[src/rtl/gpio_filter_pkg.sv]
// Shared limits and sizing helpers for the GPIO input filter.
package gpio_filter_pkg;

    localparam int SYNC_STAGES_MIN = 2;
    localparam int SYNC_STAGES_MAX = 4;

    function automatic int cnt_width(input int cycles);
        int w;
        w = $clog2(cycles);
        return (w < 1) ? 1 : w;
    endfunction

    // Out-of-range stage counts are pulled back into the supported window.
    function automatic int clamp_sync(input int stages);
        if (stages < SYNC_STAGES_MIN) begin
            return SYNC_STAGES_MIN;
        end else if (stages > SYNC_STAGES_MAX) begin
            return SYNC_STAGES_MAX;
        end else begin
            return stages;
        end
    endfunction

endpackage

[src/rtl/gpio_filter_bit.sv]
// One pin: synchroniser chain, debounce counter, stable level and edge strobes.
module gpio_filter_bit
    import gpio_filter_pkg::*;
#(
    parameter int SYNC_STAGES     = 2,
    parameter int DEBOUNCE_CYCLES = 16
) (
    input  logic clk,
    input  logic reset_n,
    input  logic pad_i,
    output logic value_o,
    output logic rise_o,
    output logic fall_o
);

    localparam int SYNC_EFF = clamp_sync(SYNC_STAGES);
    localparam int CNT_W    = cnt_width(DEBOUNCE_CYCLES);
    localparam logic [CNT_W-1:0] CNT_LAST = CNT_W'(DEBOUNCE_CYCLES - 1);

    logic [SYNC_EFF-1:0] sync_r;
    logic [CNT_W-1:0]    cnt_r;
    logic                stable_r;
    logic                rise_r;
    logic                fall_r;
    logic                sync_s;

    assign sync_s = sync_r[SYNC_EFF-1];

    // Metastability synchroniser, oldest sample in the MSB.
    always_ff @(posedge clk or negedge reset_n) begin
        if (!reset_n) begin
            sync_r <= {SYNC_EFF{1'b0}};
        end else begin
            sync_r <= {sync_r[SYNC_EFF-2:0], pad_i};
        end
    end

    // Accept a new level only after it has differed for DEBOUNCE_CYCLES edges.
    always_ff @(posedge clk or negedge reset_n) begin
        if (!reset_n) begin
            cnt_r    <= {CNT_W{1'b0}};
            stable_r <= 1'b0;
            rise_r   <= 1'b0;
            fall_r   <= 1'b0;
        end else if ((sync_s != stable_r) && (cnt_r == CNT_LAST)) begin
            cnt_r    <= {CNT_W{1'b0}};
            stable_r <= sync_s;
            rise_r   <= sync_s;
            fall_r   <= ~sync_s;
        end else if (sync_s != stable_r) begin
            cnt_r    <= cnt_r + CNT_W'(1'b1);
            rise_r   <= 1'b0;
            fall_r   <= 1'b0;
        end else begin
            cnt_r    <= {CNT_W{1'b0}};
            rise_r   <= 1'b0;
            fall_r   <= 1'b0;
        end
    end

    assign value_o = stable_r;
    assign rise_o  = rise_r;
    assign fall_o  = fall_r;

endmodule

[src/rtl/gpio_input_filter.sv]
// GPIO receive-side conditioner: per-pin filters plus sticky edge capture and irq.
module gpio_input_filter
    import gpio_filter_pkg::*;
#(
    parameter int WIDTH           = 8,
    parameter int SYNC_STAGES     = 2,
    parameter int DEBOUNCE_CYCLES = 16
) (
    input  logic             clk,
    input  logic             reset_n,
    input  logic [WIDTH-1:0] pad_i,
    input  logic [WIDTH-1:0] rise_en_i,
    input  logic [WIDTH-1:0] fall_en_i,
    input  logic [WIDTH-1:0] clear_i,
    output logic [WIDTH-1:0] value_o,
    output logic [WIDTH-1:0] rise_o,
    output logic [WIDTH-1:0] fall_o,
    output logic [WIDTH-1:0] pending_o,
    output logic             irq_o
);

    logic [WIDTH-1:0] value_s;
    logic [WIDTH-1:0] rise_s;
    logic [WIDTH-1:0] fall_s;
    logic [WIDTH-1:0] pending_next_s;
    logic [WIDTH-1:0] pending_r;
    logic             irq_r;

    for (genvar i = 0; i < WIDTH; i++) begin : g_pin
        gpio_filter_bit #(
            .SYNC_STAGES     (SYNC_STAGES),
            .DEBOUNCE_CYCLES (DEBOUNCE_CYCLES)
        ) u_bit (
            .clk     (clk),
            .reset_n (reset_n),
            .pad_i   (pad_i[i]),
            .value_o (value_s[i]),
            .rise_o  (rise_s[i]),
            .fall_o  (fall_s[i])
        );
    end

    // Set terms are OR-ed after the clear so a same-cycle edge is never lost.
    always_comb begin
        pending_next_s = (pending_r & ~clear_i)
                       | (rise_s & rise_en_i)
                       | (fall_s & fall_en_i);
    end

    // irq follows the next-state pending so both change on the same edge.
    always_ff @(posedge clk or negedge reset_n) begin
        if (!reset_n) begin
            pending_r <= {WIDTH{1'b0}};
            irq_r     <= 1'b0;
        end else begin
            pending_r <= pending_next_s;
            irq_r     <= |pending_next_s;
        end
    end

    assign value_o   = value_s;
    assign rise_o    = rise_s;
    assign fall_o    = fall_s;
    assign pending_o = pending_r;
    assign irq_o     = irq_r;

endmodule

[config.mk]
export PLATFORM = sky130hd
export DESIGN_NAME = gpio_input_filter
export DESIGN_NICKNAME = d
export VERILOG_FILES = /design/src/rtl/gpio_filter_pkg.sv /design/src/rtl/gpio_filter_bit.sv /design/src/rtl/gpio_input_filter.sv
export SDC_FILE = /design/constraint.sdc
export NUM_CORES = 1
export LEC_CHECK = 0
export CAP_MARGIN = 0
export CORE_ASPECT_RATIO = 2
export CORE_MARGIN = 2
export CORE_UTILIZATION = 35
export DETAILED_ROUTE_END_ITERATION = 16
export PLACE_DENSITY = 0.7
export SETUP_SLACK_MARGIN = 0.02
export SLEW_MARGIN = 20
export SYNTH_ARGS = -nofsm -noshare
export SYNTH_HDL_FRONTEND = slang
export SYNTH_HIERARCHICAL = 1
export SYNTH_SLANG_ARGS = --single-unit
[constraint.sdc]
create_clock -name clk -period 2.1 [get_ports clk]
set_input_delay 0.42 -clock clk [delete_from_list [all_inputs] [get_ports clk]]
set_output_delay 0.42 -clock clk [all_outputs]
set_load 0.01 [all_outputs]
### After elaboration in Yosys (flattened, before gate mapping)

Cells that the tools add are included.

| operators by class | value |
|---|---|
| eq/ne operators | 16 |
| multiplexer cells | 32 |
| add/sub/neg operators | 8 |
| reductions and logical operators | 9 |
| bitwise logic cells | 14 |

Operator list:

| operator | number |
|---|---|
| $mux W4 | 16 |
| $add A4 B1 Y4 const B | 8 |
| $eq A4 B4 Y1 const B | 8 |
| $and A8 B8 Y8 | 3 |
| $mux W1 | 16 |
| $or A8 B8 Y8 | 2 |
| $logic_and A1 B1 Y1 | 8 |
| $ne A1 B1 Y1 | 8 |
| $not A1 Y1 | 8 |
| $not A8 Y8 | 1 |
| $reduce_or A8 Y1 | 1 |

| storage, ports and cells | value |
|---|---|
| flip-flop bits (word level) | 81 |
| word-level logic and storage cells | 121 |
| bits of input ports | 34 |

### Depth between registers and ports, before layout

| depth | value |
|---|---|
| depth in word-level cells | 5 |
| mapped depth | 4 |
| depth with buffers taken out | 4 |

### By module

Netlist, hierarchy kept.

Modules (own cells, without submodules):

| module | area each (um^2) | cells an instance | times used |
|---|---|---|---|
| gpio_filter_bit | 349.1 | 24 | 8 |
| gpio_input_filter | 377.9 | 35 | 1 |

### Least setup slack after synthesis

Ideal clock, no wire load.

| timing | value |
|---|---|
| kind | register to register |
| start | register pending_r[6], in the netlist pending_o[6] |
| end | register irq_r, in the netlist irq_o |
| library setup time | 129 ps |
| period minus slack after synthesis | 1,241 ps |
| slack | 859 ps |
| required time | 1,971 ps |
| buffers on the path | 0 |
| data arrival time | 1,113 ps |
| cell stages (with the launch flop) | 5 |
| cell sequence | dfrtp_1 nor2b_1 a221o_1 nor4_2 nand2_1 |

| between the ends | value |
|---|---|
| cells in the longest elaborated chain, start to end | 4 |

RTL lines:

| item | RTL line | RTL |
|---|---|---|
| start, declared | gpio_input_filter.sv:26 | `logic [WIDTH-1:0] pending_r;` |
| start signal, assigned | gpio_input_filter.sv:53 | `pending_r <= {WIDTH{1'b0}};` |
| start signal, assigned | gpio_input_filter.sv:56 | `pending_r <= pending_next_s;` |
| $and A8 B8 Y8 | gpio_input_filter.sv:45 | `pending_next_s = (pending_r & ~clear_i)` |
| $or A8 B8 Y8 | gpio_input_filter.sv:46 | `\| (rise_s & rise_en_i)` |
| $or A8 B8 Y8 | gpio_input_filter.sv:47 | `\| (fall_s & fall_en_i);` |
| named net pending_next_s[6] | gpio_input_filter.sv:25 | `logic [WIDTH-1:0] pending_next_s;` |
| $reduce_or A8 Y1 | gpio_input_filter.sv:57 | `irq_r <= \|pending_next_s;` |
| end signal, assigned | gpio_input_filter.sv:57 |  |
| end, declared | gpio_input_filter.sv:27 | `logic irq_r;` |

The timed path passes the listed nets, and every way through them passes these cells.
A chain may end at the register's enable or synchronous reset.

### Worst setup path in the final report

| timing | value |
|---|---|
| start | register g_pin[7].u_bit.stable_r |
| end | output port value_o[7] |

RTL lines:

| item | RTL line | RTL |
|---|---|---|
| start, declared | gpio_filter_bit.sv:22 | `logic stable_r;` |
| start signal, assigned | gpio_filter_bit.sv:47 | `stable_r <= sync_s;` |
| end, declared | gpio_input_filter.sv:15 | `output logic [WIDTH-1:0] value_o,` |

No word-level cell between the ends.

==> qor.txt <==
status - complete, but fails checks
failing checks - hold timing
met2 global-route usage - 0.195
Pwr per Cell Area - 814 nW/um^2
Worst VDD drop - 0.000452 V
Switching Share - 0.200
Setup violations, final - 0
met3 Use GR - 0.0327
post-synth top area cell - dfrtp_1
Psw - 702 uW
H-tree levels - 3
startpoint type of the worst setup path - flip-flop
Max Cap Viol - 0
Post-CTS Setup Inserts - 0
GRT Residual Overflow - 0
layout cell share with drive strength beyond 1 - 0.135
EDFF count, synth - 0
Syn-to-layout area delta - 35.8%
routed via count - 1920
Tightest Hold Check Type - in2async
count leader, synth - dfrtp_1
slowest stage delay, CP - 0.58 ns
count of cell types in the netlist - 19
TritonCTS Sinks - 81
Clk pwr share - 0.471
Buf/Inv on CP - 1
cell area after layout - 4310 um^2
die height - 139 um
YS warnings - 6
CP Class - reg2out
CTS tree - built
antenna-violating nets left - 0
crit path setup slack, layout - 0.351 ns
crit share post-route - 0.833
IO buf count - 66
synth cell count leaders - dfrtp_1, nor2_1, nor3b_1, xnor2_1, inv_1
Max Root-Sink Buffers - 2
R2R Setup Slk - 0.78 ns
Worst Path Required - 1.68 ns
worst reg2reg startpoint - pending_o[6]$_DFF_PN0_
Worst-Margin Slew - 0.358 ns
Mean Syn Cell Area - 14.0 um^2
post-synthesis sequential area ratio - 0.639
Cells after Synth - 227
Starting Density - 0.357
initial antenna violation count - 0
Total GRT Usage - 0.119
root buffer cell - clkbuf_16
Tmin final - 1.75 ns
post-DR vias/cell - 4.65
syn_nets - 269
total inserted antenna cells - 0
combinational share of power - 0.056
CTS Buf Count - 9
clk slew on worst S/H paths - 0.06 ns
internal cell power - 2.80 mW
initial DRC count - 87
Max stage delay cell, worst path - clkdlybuf4s50_1
largest delay contributor family on the critical path - buffers and inverters
Ports - 67
Setup Skew - 0.00469 ns
CP Max Fanout - 5
most used routing layer - met2
Async S/R FF share, synth - 1.00
Max Clk Rate - 572 MHz
Post-Syn Area - 3170 um^2
Seq cells post-synth - 81
setup TNS - 0 ns
DRC errors left - 0
Clk Latency, worst-skew pair - 0.33 ns
top post-synthesis cells by area - dfrtp_1, nand3_4, xnor2_1, mux2_4, nor2_1
final routed wire length divided by cell count - 12.8 um
row cnt - 49
ys flop type - dfrtp_1
hpwl dp - 3920 um
Reg power frac - 0.473
GP Congestion - 0.697
WP data arrival - 1.33 ns
nets - 348
placed inst area - 3980 um^2
met1 Usage GRT - 0.140
critical path capture point type - output port
# hold bufs at CTS - 0
first-pass GRT wire length - 9250 um
post_cts resized - 0
core box area - 8890 um^2
worst hold slack - -0.00105 ns
Rel. slew slack - 0.762
vias in the first global route - 2033
post-synth top area share - 0.639
Die Width - 71.3 um
Final Max Tran Viols - 0
Pleak - 1.91 nW
Worst R2R End - irq_o$_DFF_PN0_
dpl ws - 0.403 ns
RSZ-0062 raised after global routing - false
total chip power - 3.50 mW
Die Footprint - 9880 um^2
Pre-antenna DRT Iters - 4
reg2reg path depth - 4
Final Util - 0.484
crit-path cells - clkdlybuf4s50_1
wirelength, routed - 5300 um
largest net degree at the start of global routing - 36
count of final hold-check violations - 2
==> cells in the final DEF, fill, tap and decap left out <==
cell type        instances
inv_1                   15
o21ai_1                  6
clkinv_4                 1
clkbuf_16                9
ha_1                     8
clkbuf_1                 2
buf_4                    2
nor4_2                   1
nor2_1                  32
nand3_4                  8
a221o_1                  1
nand3_1                  8
mux2_4                   8
xor2_1                   8
bufinv_16                2
nor4_1                   1
o21ai_0                  1
nor2b_1                  1
buf_12                   1
nor3b_1                 16
clkinvlp_4               1
nand2b_4                 8
nand2_1                  1
xnor2_1                 16
clkbuf_8                 1
clkdlybuf4s50_1         65
dfrtp_1                 81
a22oi_1                  7
==> kinds of logic (layout without fill, tap and decap cells) <==
family,count (synthesis),in the layout,share of synthesized area
AO/OA/AOI/OAI,15,15,0.0308
multiplexers,8,8,0.0379
XOR/XNOR,24,24,0.0663
buffers and inverters,15,99,0.0178
flip-flops,81,81,0.639
AND/OR/NAND/NOR,76,76,0.176
adder cells (fa/ha/maj),8,8,0.0316
==> cell type report <==
type                            count  area [um^2]
Inverter                           15         56.3
Clock buffer                       12          246
Clock inverter                      4         76.3
Timing Repair Buffer               68          686
Fill cell                         782         4580
Tap cell                          102          128
Sequential cell                    81         2030
Multi-Input combinational cell    131         1090
==> registers in the layout, indices dropped and copies added (netlist names) <==
register             flops
g_pin.u_bit/cnt_r       32
g_pin.u_bit/sync_r      16
g_pin.u_bit/fall_o       8
g_pin.u_bit/rise_o       8
g_pin.u_bit/value_o      8
pending_o                8
irq_o                    1
==> power groups by stage <==
stage | Clock (mW) | Sequential (mW) | Combinational, mW
floorplan | 0 | 1.68 | 0.0895
global placement | 0 | 1.68 | 0.194
detailed placement | 0 | 1.69 | 0.202
CTS | 1.70 | 1.66 | 0.204
global route | 1.76 | 1.66 | 0.227
finish | 1.65 | 1.66 | 0.196
==> layer usage <==
metal  wire length (um)  share of wire
met1               2140           0.40
met2               2650           0.50
met3                373          0.070
met4                123          0.023
met5                  0              0
==> worst reg2reg max path, stage by stage (launching register included) <==
cell and delay [ns]:
dfrtp_1 0.42, nor2b_1 0.14, a221o_1 0.31, nor4_2 0.27, nand2_1 0.07
==> worst max-delay path by stage <==
| stage | startpoint | endpoint | slack (ns) | depth (start not counted) |
|---|---|---|---|---|
| global placement | clear_i[6] | irq_o$_DFF_PN0_ | 0.40 | 5 |
| floorplan | pending_o[6]$_DFF_PN0_ | irq_o$_DFF_PN0_ | 0.86 | 4 |
| global route | g_pin[7].u_bit/value_o$_DFFE_PN0P_ | value_o[7] | 0.28 | 1 |
| CTS | g_pin[7].u_bit/value_o$_DFFE_PN0P_ | value_o[7] | 0.32 | 1 |
| detailed placement | clear_i[6] | irq_o$_DFF_PN0_ | 0.40 | 5 |
| finish | g_pin[7].u_bit/value_o$_DFFE_PN0P_ | value_o[7] | 0.35 | 1 |
==> metrics by stage <==
| stage | hold slack, ns | std cells |
|---|---|---|
| global placement | 0.334 | 397 |
| global route | 0.0221 | 413 |
| finish | -0.00105 | 413 |
| detailed placement | 0.335 | 397 |
| CTS | 0.00318 | 413 |
| floorplan | 0.124 | 227 |
(Power assumes the default switching activity.)
